$ cat config.mk
export PLATFORM = sky130hd
export DESIGN_NAME = eth_rx_cmd_seq
export DESIGN_NICKNAME = d
export VERILOG_FILES = /design/src/rtl/eth_rx_cmd_seq_pkg.sv /design/src/rtl/eth_rx_cmd_seq_sync_bit.sv /design/src/rtl/eth_rx_cmd_seq.sv
export SDC_FILE = /design/constraint.sdc
export NUM_CORES = 1
export LEC_CHECK = 0
export CAP_MARGIN = 20
export CORE_MARGIN = 1.5
export CORE_UTILIZATION = 35
export CTS_CLUSTER_SIZE = 14
export DETAILED_ROUTE_END_ITERATION = 8
export GPL_TIMING_DRIVEN = 0
export HOLD_SLACK_MARGIN = 0.06
export SLEW_MARGIN = 20
export SYNTH_ARGS = -nofsm -noshare
export SYNTH_HDL_FRONTEND = slang
export SYNTH_SLANG_ARGS = --single-unit
$ cat constraint.sdc
create_clock -name clk_cpu -period 3.22 [get_ports clk_cpu]
set_clock_uncertainty 0.15 [all_clocks]
set_input_delay 0.805 -clock clk_cpu [delete_from_list [all_inputs] [get_ports clk_cpu]]
set_output_delay 0.805 -clock clk_cpu [all_outputs]
set_load 0.02 [all_outputs]
$ cat src/rtl/eth_rx_cmd_seq_pkg.sv
`default_nettype none
// ============================================================================
// Module      : eth_rx_cmd_seq_pkg
// Description : Shared constants, state encoding and helpers for the
//               Ethernet receive-buffer command sequencer.
// Revision    : 1.0 - initial release
// ============================================================================
package eth_rx_cmd_seq_pkg;

    // Command packet identification
    localparam logic [7:0] MAGIC       = 8'hA5;
    localparam logic [7:0] OP_WRITE    = 8'h01;
    localparam int         MAX_WRITES  = 20;
    localparam int         SYNC_STAGES = 2;

    // Packet geometry (byte offsets inside the receive RAM)
    localparam int HDR_LEN    = 3;
    localparam int TRIPLE_LEN = 3;
    localparam int PKT_BYTES  = 64;
    localparam int RAM_AW     = $clog2(PKT_BYTES);

    // Sequencer states
    typedef enum logic [2:0] {
        IDLE    = 3'd0,
        HDR     = 3'd1,
        FETCH   = 3'd2,
        WRITE   = 3'd3,
        RELEASE = 3'd4
    } state_e;

    // Increment that sticks at all-ones instead of wrapping
    function automatic logic [15:0] sat_inc16(input logic [15:0] v);
        return (v == 16'hFFFF) ? v : v + 16'd1;
    endfunction

endpackage
`default_nettype wire

$ cat src/rtl/eth_rx_cmd_seq_sync_bit.sv
`default_nettype none
// ============================================================================
// Module      : sync_bit
// Description : N-stage flop synchronizer for a single asynchronous level.
// Revision    : 1.0 - initial release
// ============================================================================
module sync_bit #(
    parameter int STAGES = 2
) (
    input  logic clk,
    input  logic rst,
    input  logic i_async,
    output logic o_sync
);

    logic [STAGES-1:0] sync_q;
    logic [STAGES-1:0] sync_d;

    // Shift the asynchronous level in at the low end of the chain
    generate
        if (STAGES == 1) begin : g_single
            always_comb sync_d = i_async;
        end else begin : g_chain
            always_comb sync_d = {sync_q[STAGES-2:0], i_async};
        end
    endgenerate

    // Synchronizer flops, cleared on reset
    always_ff @(posedge clk) begin
        if (rst) sync_q <= '0;
        else     sync_q <= sync_d;
    end

    assign o_sync = sync_q[STAGES-1];

endmodule
`default_nettype wire

$ cat src/rtl/eth_rx_cmd_seq.sv
`default_nettype none
// ============================================================================
// Module      : eth_rx_cmd_seq
// Description : Drains the Ethernet receive packet RAM, parses it as a
//               register-write list and issues the writes on the config bus,
//               then hands the buffer back to the receiver.
// Revision    : 1.0 - initial release
// ============================================================================
module eth_rx_cmd_seq
    import eth_rx_cmd_seq_pkg::*;
(
    input  logic               clk_cpu,
    input  logic               clk_cpu_reset,
    input  logic               eth_rx_ready,
    output logic               eth_rx_read,
    output logic [RAM_AW-1:0]  ram_addr,
    input  logic [7:0]         ram_rdata,
    output logic [7:0]         cfg_addr,
    output logic [15:0]        cfg_wdata,
    output logic               cfg_we,
    input  logic               cfg_busy,
    output logic [15:0]        pkt_count,
    output logic [15:0]        err_count,
    output logic               busy
);

    logic              rdy_s;
    state_e            state_q,     state_d;
    logic [1:0]        ph_q,        ph_d;        // cycle within HDR/FETCH, min-hold in RELEASE
    logic [RAM_AW-1:0] ram_addr_q,  ram_addr_d;
    logic [7:0]        byte0_q,     byte0_d;
    logic [7:0]        opcode_q,    opcode_d;
    logic [7:0]        n_q,         n_d;
    logic [7:0]        k_q,         k_d;
    logic [7:0]        cfg_addr_q,  cfg_addr_d;
    logic [15:0]       cfg_wdata_q, cfg_wdata_d;
    logic [15:0]       pkt_cnt_q,   pkt_cnt_d;
    logic [15:0]       err_cnt_q,   err_cnt_d;

    sync_bit #(
        .STAGES (SYNC_STAGES)
    ) u_rdy_sync (
        .clk     (clk_cpu),
        .rst     (clk_cpu_reset),
        .i_async (eth_rx_ready),
        .o_sync  (rdy_s)
    );

    // State and datapath registers
    always_ff @(posedge clk_cpu) begin
        if (clk_cpu_reset) begin
            state_q     <= IDLE;
            ph_q        <= '0;
            ram_addr_q  <= '0;
            byte0_q     <= '0;
            opcode_q    <= '0;
            n_q         <= '0;
            k_q         <= '0;
            cfg_addr_q  <= '0;
            cfg_wdata_q <= '0;
            pkt_cnt_q   <= '0;
            err_cnt_q   <= '0;
        end else begin
            state_q     <= state_d;
            ph_q        <= ph_d;
            ram_addr_q  <= ram_addr_d;
            byte0_q     <= byte0_d;
            opcode_q    <= opcode_d;
            n_q         <= n_d;
            k_q         <= k_d;
            cfg_addr_q  <= cfg_addr_d;
            cfg_wdata_q <= cfg_wdata_d;
            pkt_cnt_q   <= pkt_cnt_d;
            err_cnt_q   <= err_cnt_d;
        end
    end

    // Next state plus RAM address walk, byte capture and counters.
    // In HDR/FETCH the address advances on phases 0..2 so each read issues
    // back-to-back; phases 1..3 see the data of the previous phase's address.
    always_comb begin
        state_d     = state_q;
        ph_d        = ph_q;
        ram_addr_d  = ram_addr_q;
        byte0_d     = byte0_q;
        opcode_d    = opcode_q;
        n_d         = n_q;
        k_d         = k_q;
        cfg_addr_d  = cfg_addr_q;
        cfg_wdata_d = cfg_wdata_q;
        pkt_cnt_d   = pkt_cnt_q;
        err_cnt_d   = err_cnt_q;
        case (state_q)
            IDLE: begin
                ram_addr_d = '0;
                ph_d       = '0;
                if (rdy_s) state_d = HDR;
            end
            HDR: begin
                ph_d = ph_q + 2'd1;
                if (ph_q != 2'd3) ram_addr_d = ram_addr_q + 1'b1;
                if (ph_q == 2'd1) byte0_d  = ram_rdata;
                if (ph_q == 2'd2) opcode_d = ram_rdata;
                if (ph_q == 2'd3) begin
                    ph_d = '0;
                    n_d  = ram_rdata;
                    k_d  = '0;
                    if ((byte0_q != MAGIC) || (opcode_q != OP_WRITE) ||
                        (ram_rdata > 8'(MAX_WRITES))) begin
                        err_cnt_d = sat_inc16(err_cnt_q);
                        state_d   = RELEASE;
                    end else if (ram_rdata == 8'd0) begin
                        pkt_cnt_d = sat_inc16(pkt_cnt_q);
                        state_d   = RELEASE;
                    end else begin
                        state_d   = FETCH;
                    end
                end
            end
            FETCH: begin
                ph_d = ph_q + 2'd1;
                if (ph_q != 2'd3) ram_addr_d = ram_addr_q + 1'b1;
                if (ph_q == 2'd1) cfg_addr_d         = ram_rdata;
                if (ph_q == 2'd2) cfg_wdata_d[15:8]  = ram_rdata;
                if (ph_q == 2'd3) begin
                    cfg_wdata_d[7:0] = ram_rdata;
                    ph_d             = '0;
                    state_d          = WRITE;
                end
            end
            WRITE: begin
                ph_d = '0;
                if (!cfg_busy) begin
                    k_d = k_q + 8'd1;
                    if ((k_q + 8'd1) == n_q) begin
                        pkt_cnt_d = sat_inc16(pkt_cnt_q);
                        state_d   = RELEASE;
                    end else begin
                        state_d   = FETCH;
                    end
                end
            end
            RELEASE: begin
                // Guarantee at least two cycles of eth_rx_read
                ph_d = 2'd1;
                if ((ph_q != 2'd0) && !rdy_s) begin
                    ph_d    = '0;
                    state_d = IDLE;
                end
            end
            default: begin
                state_d = IDLE;
            end
        endcase
    end

    // Outputs decoded from registered state
    always_comb begin
        busy        = (state_q != IDLE);
        cfg_we      = (state_q == WRITE);
        eth_rx_read = (state_q == RELEASE);
        ram_addr    = ram_addr_q;
        cfg_addr    = cfg_addr_q;
        cfg_wdata   = cfg_wdata_q;
        pkt_count   = pkt_cnt_q;
        err_count   = err_cnt_q;
    end

endmodule
`default_nettype wire

Yosys cells after proc, flatten, opt, wreduce, memory -nomap -nowiden
Index checks and enable logic that the tools add are counted.
{"block": "word_totals", "register_bits": 101, "latch_bits": 0, "mem_bits_rw": 0, "rom_bits": 0, "inputBits": 12, "output_inout_bits": 65, "elab_cells": 90, "n_memories": 0}
{"block": "op_classes", "addsub": 5, "n_mul": 0, "n_div": 0, "magnitude_cmp": 1, "eq_ne": 22, "n_shift": 0, "n_mux": 24, "bitwise_logic": 1, "n_reduce_logical": 24}
{"operator": "$mux 16", "n": 6}
{"operator": "$add 16x1->16 const B", "n": 2}
{"operator": "$eq 16x16->1 const B", "n": 2}
{"operator": "$pmux 16 s2", "n": 1}
{"operator": "$mux 3", "n": 8}
{"operator": "$mux 8", "n": 2}
{"operator": "$pmux 8 s2", "n": 1}
{"operator": "$pmux 3 s5", "n": 1}
{"operator": "$reduce_and 2->1", "n": 7}
{"operator": "$ne 2x2->1 const B", "n": 6}
{"operator": "$pmux 6 s2", "n": 1}
{"operator": "$add 8x1->8 const B", "n": 1}
{"operator": "$eq 8x8->1", "n": 1}
{"operator": "$gt 8x5->1 const B", "n": 1}
{"operator": "$logic_not 8->1", "n": 1}
{"operator": "$ne 2x1->1 const B", "n": 4}
{"operator": "$ne 8x1->1 const B", "n": 1}
{"operator": "$ne 8x8->1 const B", "n": 1}
{"operator": "$add 6x1->6 const B", "n": 1}
{"operator": "$eq 3x2->1 const B", "n": 2}
{"operator": "$mux 6", "n": 1}
{"operator": "$pmux 2 s3", "n": 1}
{"operator": "$reduce_and 6->1", "n": 1}
{"operator": "$reduce_bool 2->1", "n": 3}
{"operator": "17 further kinds", "n": 21}

Logic depth before layout (Yosys ltp)
{"block": "depth", "ltp_word": 6, "depth_mapped": 12, "depth_no_buf": 8}

By module
A second synthesis with hierarchy kept.
{"block": "hier_totals", "hier_cells": 605, "hier_area_um2": 4792.1}
{"mod": "eth_rx_cmd_seq", "n_inst": 1, "cells_per_inst": 601, "area_each_um2": 4739.5, "seq_area_each_um2": 1981.9}
{"mod": "sync_bit", "n_inst": 1, "cells_per_inst": 4, "area_each_um2": 52.6, "seq_area_each_um2": 40.0}

Worst setup path after synthesis
OpenSTA, ideal clock, no wires.
{"block": "synth_path", "path_type": "input to register", "start": "in ram_rdata[4]", "end": "reg err_cnt_q[12], in the netlist err_count[12]", "setup_ns": 0.128, "arrival_ns": 2.498, "required_time_ns": 2.942, "path_slack_ns": 0.445, "cell_stages": 8, "n_path_buf": 1, "path_cell_list": "clkbuf_1 -> nand2_1 -> o211ai_1 -> o21ai_0 -> a2111oi_0 -> nand3_1 -> xor2_1 -> nor2_1"}
{"block": "synth_between", "elab_chain_cells": 3}
{"item": "start: declaration", "line_no": "eth_rx_cmd_seq.sv:17", "rtl": "input logic [7:0] ram_rdata,"}
{"item": "$gt 8x5->1", "line_no": "eth_rx_cmd_seq.sv:109", "rtl": "(ram_rdata > 8'(MAX_WRITES))) begin"}
{"item": "$logic_or 1x1->1", "line_no": "eth_rx_cmd_seq.sv:108", "rtl": "if ((byte0_q != MAGIC) || (opcode_q != OP_WRITE) ||"}
{"item": "$reduce_and 4->1 (no line)"}
{"item": "end signal: assignment", "line_no": "eth_rx_cmd_seq.sv:74", "rtl": "err_cnt_q <= err_cnt_d;"}
{"item": "end: declaration", "line_no": "eth_rx_cmd_seq.sv:38", "rtl": "logic [15:0] err_cnt_q, err_cnt_d;"}
Every way passes these cells.
A chain may end at the register's enable or synchronous reset.

Worst setup path after layout
{"block": "layout_path", "start": "in ram_rdata[7]", "end": "reg pkt_cnt_q[4], in the netlist pkt_count[4]"}
{"block": "layout_between", "elab_chain_cells": 4, "elab_cells_between_ends": 6, "cone_classes": "order compare: 1; eq/ne: 2; reduce/logical: 3"}
{"item": "$gt 8x5->1", "line_no": "eth_rx_cmd_seq.sv:109"}
{"item": "$logic_or 1x1->1", "line_no": "eth_rx_cmd_seq.sv:108"}
{"item": "$ne 2x2->1 (no line)"}
{"item": "$reduce_and 6->1 (no line) *"}
{"item": "end signal: assignment", "line_no": "eth_rx_cmd_seq.sv:73", "rtl": "pkt_cnt_q <= pkt_cnt_d;"}
{"item": "end: declaration", "line_no": "eth_rx_cmd_seq.sv:37", "rtl": "logic [15:0] pkt_cnt_q, pkt_cnt_d;"}
Mark *: on every way between the ends. The rest lies on a longest branch, timed or not.

==> run_results.csv <==
group,metric,value,unit
run_status,status,"complete, no violations",
global_routing,antenna_found_initial,0,
global_routing,grt_pass1_wl,21.1,mm
die,io_pins,77,
placement,gp_congestion,0.867,
critical_path,end_kind,"flop",
critical_path,cp_max_fo,10,
critical_path,worstSetupPathType,"in2reg",
die,core_area,13200,um^2
global_routing,grt.busiest_layer,"met2",
clocking,postCtsHoldBufs,0,
drt,wl_per_cell,15.1,um
sta,drv_slew,0,
logic_synthesis,synth_top_area_share,42.8,%
logic_synthesis,synth.most_common_cell,"nand2_1",
power_and_ir_drop,power.leakage,2.04,nW
sta,period_minus_slack,3090,ps
global_routing,globalRouteOverflowTotal,0,
drt,drt-initial-drc-count,277,
clocking,numCtsBuffers,9,
logic_synthesis,synth_area,4720,um^2
critical_path,cp.buffers_inverters,4,
layout,multi_input_area,2510,um^2
clocking,root_buffer,"clkbuf_16",
critical_path,cp.arrival,3160,ps
logic_synthesis,synth_edf_count,0,
clocking,cts_sinks,101,
layout,fin_nets,691,
flow_run,drv_cap,0,
logic_synthesis,ys_async_sr_fraction,0,%
worst_hold_path,holdPathStages,2,
layout,area.sequential,2020,um^2
critical_path,crit_family,"buffers and inverters",
logic_synthesis,ys.warnings.count,0,
clocking,worst_skew_pair.late_latency,360,ps
critical_path,critPathSlowestCell,"clkdlybuf4s50_1",
power_and_ir_drop,ir_worst_vdd,252,uV
sta,hold_viol_final,0,
sta,maxSlewHeadroom,39.3,%
critical_path,crit_chain,"clkdlybuf4s50_1, nor3_2, o211ai_1, nor3_2, o21ai_1, or3_1, buf_6, buf_6, clkbuf_2, o21ai_0, a21oi_1",
critical_path,crit_path_start_kind,"input pin",
global_routing,grt_usage,18.5,%
layout,drive_gt1_share,7.26,%
critical_path,r2r_cells,12,
critical_path,timing.rr.start,"ph_q[0]",
logic_synthesis,ys_top_cells_by_area,"dfxtp_1, nand2_1, a21oi_1",
power_and_ir_drop,power_density,420,nW/um^2
clocking,h-tree-depth,3,
logic_synthesis,yosys-top-cells-count,"nand2_1, dfxtp_1, a21oi_1, nor2_1, nand3_1",
global_routing,grt_max_degree,17,
worst_hold_path,min_from,"byte0_q[0]",
layout,syn_to_final_growth,28.0,%
critical_path,cp_num_cells,11,
drt,drc,0,
global_routing,met2_usage,30.3,%
critical_path,cpPeakStageDelay,550,ps
logic_synthesis,synth_ff_type,"dfxtp_1",
drt,drt_wl_total,12.9,mm
drt,vias_per_cell,5.13,
clocking,path_clk_slew,70,ps
placement,portBuffers,72,
sta,max_freq,0.324,GHz
layout,final_util,45.8,%
drt,vias,4362,
sta,tns,0,ps
die,die_y,119,um
global_routing,grt_use_met1,24.1,%
die,start_util,35.8,%
die,fp.dieArea,14200,um^2
global_routing,grt_pass1_vias,4237,
logic_synthesis,synth_seq_cells,101,
worst_hold_path,hp-class,"reg2reg",
logic_synthesis,syn_inst,586,
clocking,cts_tree,"yes",
logic_synthesis,ys_seq_area_share,42.8,%
drt,firstDrtPassIters,4,
sta,period_share,96.0,%
drt,antenna_left,0,
critical_path,cp_data_required_time,3290,ps
layout,antennaDiodeCount,0,
logic_synthesis,synth.distinct_cells,59,
sta,setup_violations,0,
sta,worst_slew_pin_slew,904,ps
placement,dp_hpwl,9.22,mm
die,fp-row-count,42,
logic_synthesis,synth_fp_nets,606,
global_routing,grt_use_met3,4.21,%
clocking,clock_path_buffers,2,
critical_path,crit_start,"ram_rdata[7]",
layout,fill_cells,1317,
die,die_w,119,um
logic_synthesis,synthesis.area_per_instance,8.06,um^2
logic_synthesis,synth.largest_area_cell,"dfxtp_1",
worst reg2reg max path, delay by kind of cell (launching register included):
family | cells | cell delay [ps]
buffers and inverters | 4 | 730
flip-flops | 1 | 420
AND/OR/NAND/NOR | 3 | 730
adder cells (fa/ha/maj) | 1 | 240
AO/OA/AOI/OAI | 4 | 570
layer usage:
layer | vias up | part of all wire (%)
li1 | 2200 | -
met1 | 2047 | 47
met2 | 102 | 47
met3 | 13 | 5.2
met4 | 0 | 1.3
met5 | - | 0
kinds of logic (layout without fill, tap and decap cells):
logic type                 after synthesis  after routing  share of synthesized area [%]
AOI/OAI and AO/OA                      121            121                           14.5
muxes                                    3              3                          0.636
and+or+nand+nor                        278            278                           28.6
buffers and inverters                   41            130                           4.58
xor gates and xnor gates                31             31                           6.07
DFF                                    101            101                           42.8
adders and majority gates               11             11                           2.76
area by class of cell:
cell class	count	share of cell area, %
sequential	101	33.5
multi-input combinational	444	41.5
clock buffer	10	3.95
clock inverter	5	1.41
inverter	4	0.248
buffer	37	3.48
timing repair buffer	74	12.3
tap	176	3.64
stage by stage:
stage | total power, mW | area, um^2 | std cells | hold WS [ps] | setup WS (ps)
after floorplan | 1.33 | 4720 | 586 | 264 | 445
after global placement | 1.37 | 5660 | 834 | 271 | -619
after detailed placement | 1.37 | 5660 | 834 | 294 | -658
after CTS | 2.56 | 6000 | 849 | 304 | 14.0
after global routing | 2.62 | 6040 | 851 | 323 | -16.5
final | 2.54 | 6040 | 851 | 302 | 130
power breakdown:
part           internal (mW)  leakage [nW]  switching, mW
Sequential              1.25         0.815        0.00254
Clock                  0.701         0.155          0.496
Combinational         0.0252          1.07         0.0599
Total                   1.98          2.04          0.559
repair_timing:
action / 4_1_cts / 5_1_grt
endpoints found under the setup margin: 16 / 21
resized for setup: 9 / 12
pin swaps: 1 / 1
setup buffers: 0 / 2
placed cells by master, fill, tap and decap left out, drive strengths merged, types with 3 or more instances in the layout:
cell,instances
nand2,117
dfxtp,101
a21oi,77
clkdlybuf4s50,67
nor2,50
clkbuf,34
nand3,26
o21ai,17
xnor2,16
xor2,15
buf,14
or3,13
nor3,12
and3,10
nand4,8
ha,8
and2,6
and4,5
nor4,5
inv,4
o211ai,4
a211oi,4
nor4b,4
nand3b,3
mux2i,3
nor3b,3
o31ai,3
nor4bb,3
a31oi,3
maj3,3
nand2b,3
dlymetal6s2s,3
or4,3
sequential cells by signal, indices dropped and copies added (netlist names):
signal,count
err_count,16
k_q,8
ph_q,2
cfg_addr,8
opcode_q,8
byte0_q,8
ram_addr,6
n_q,8
state_q,3
pkt_count,16
u_rdy_sync.sync_q,2
cfg_wdata,16
final timing paths:
path | to | slack (ps)
max | pkt_count[4] | 130
min | byte0_q[0] | 300
max reg2reg | pkt_count[4] | 230
min reg2reg | byte0_q[0] | 300
Note: power is estimated with default switching activity, not from simulation.
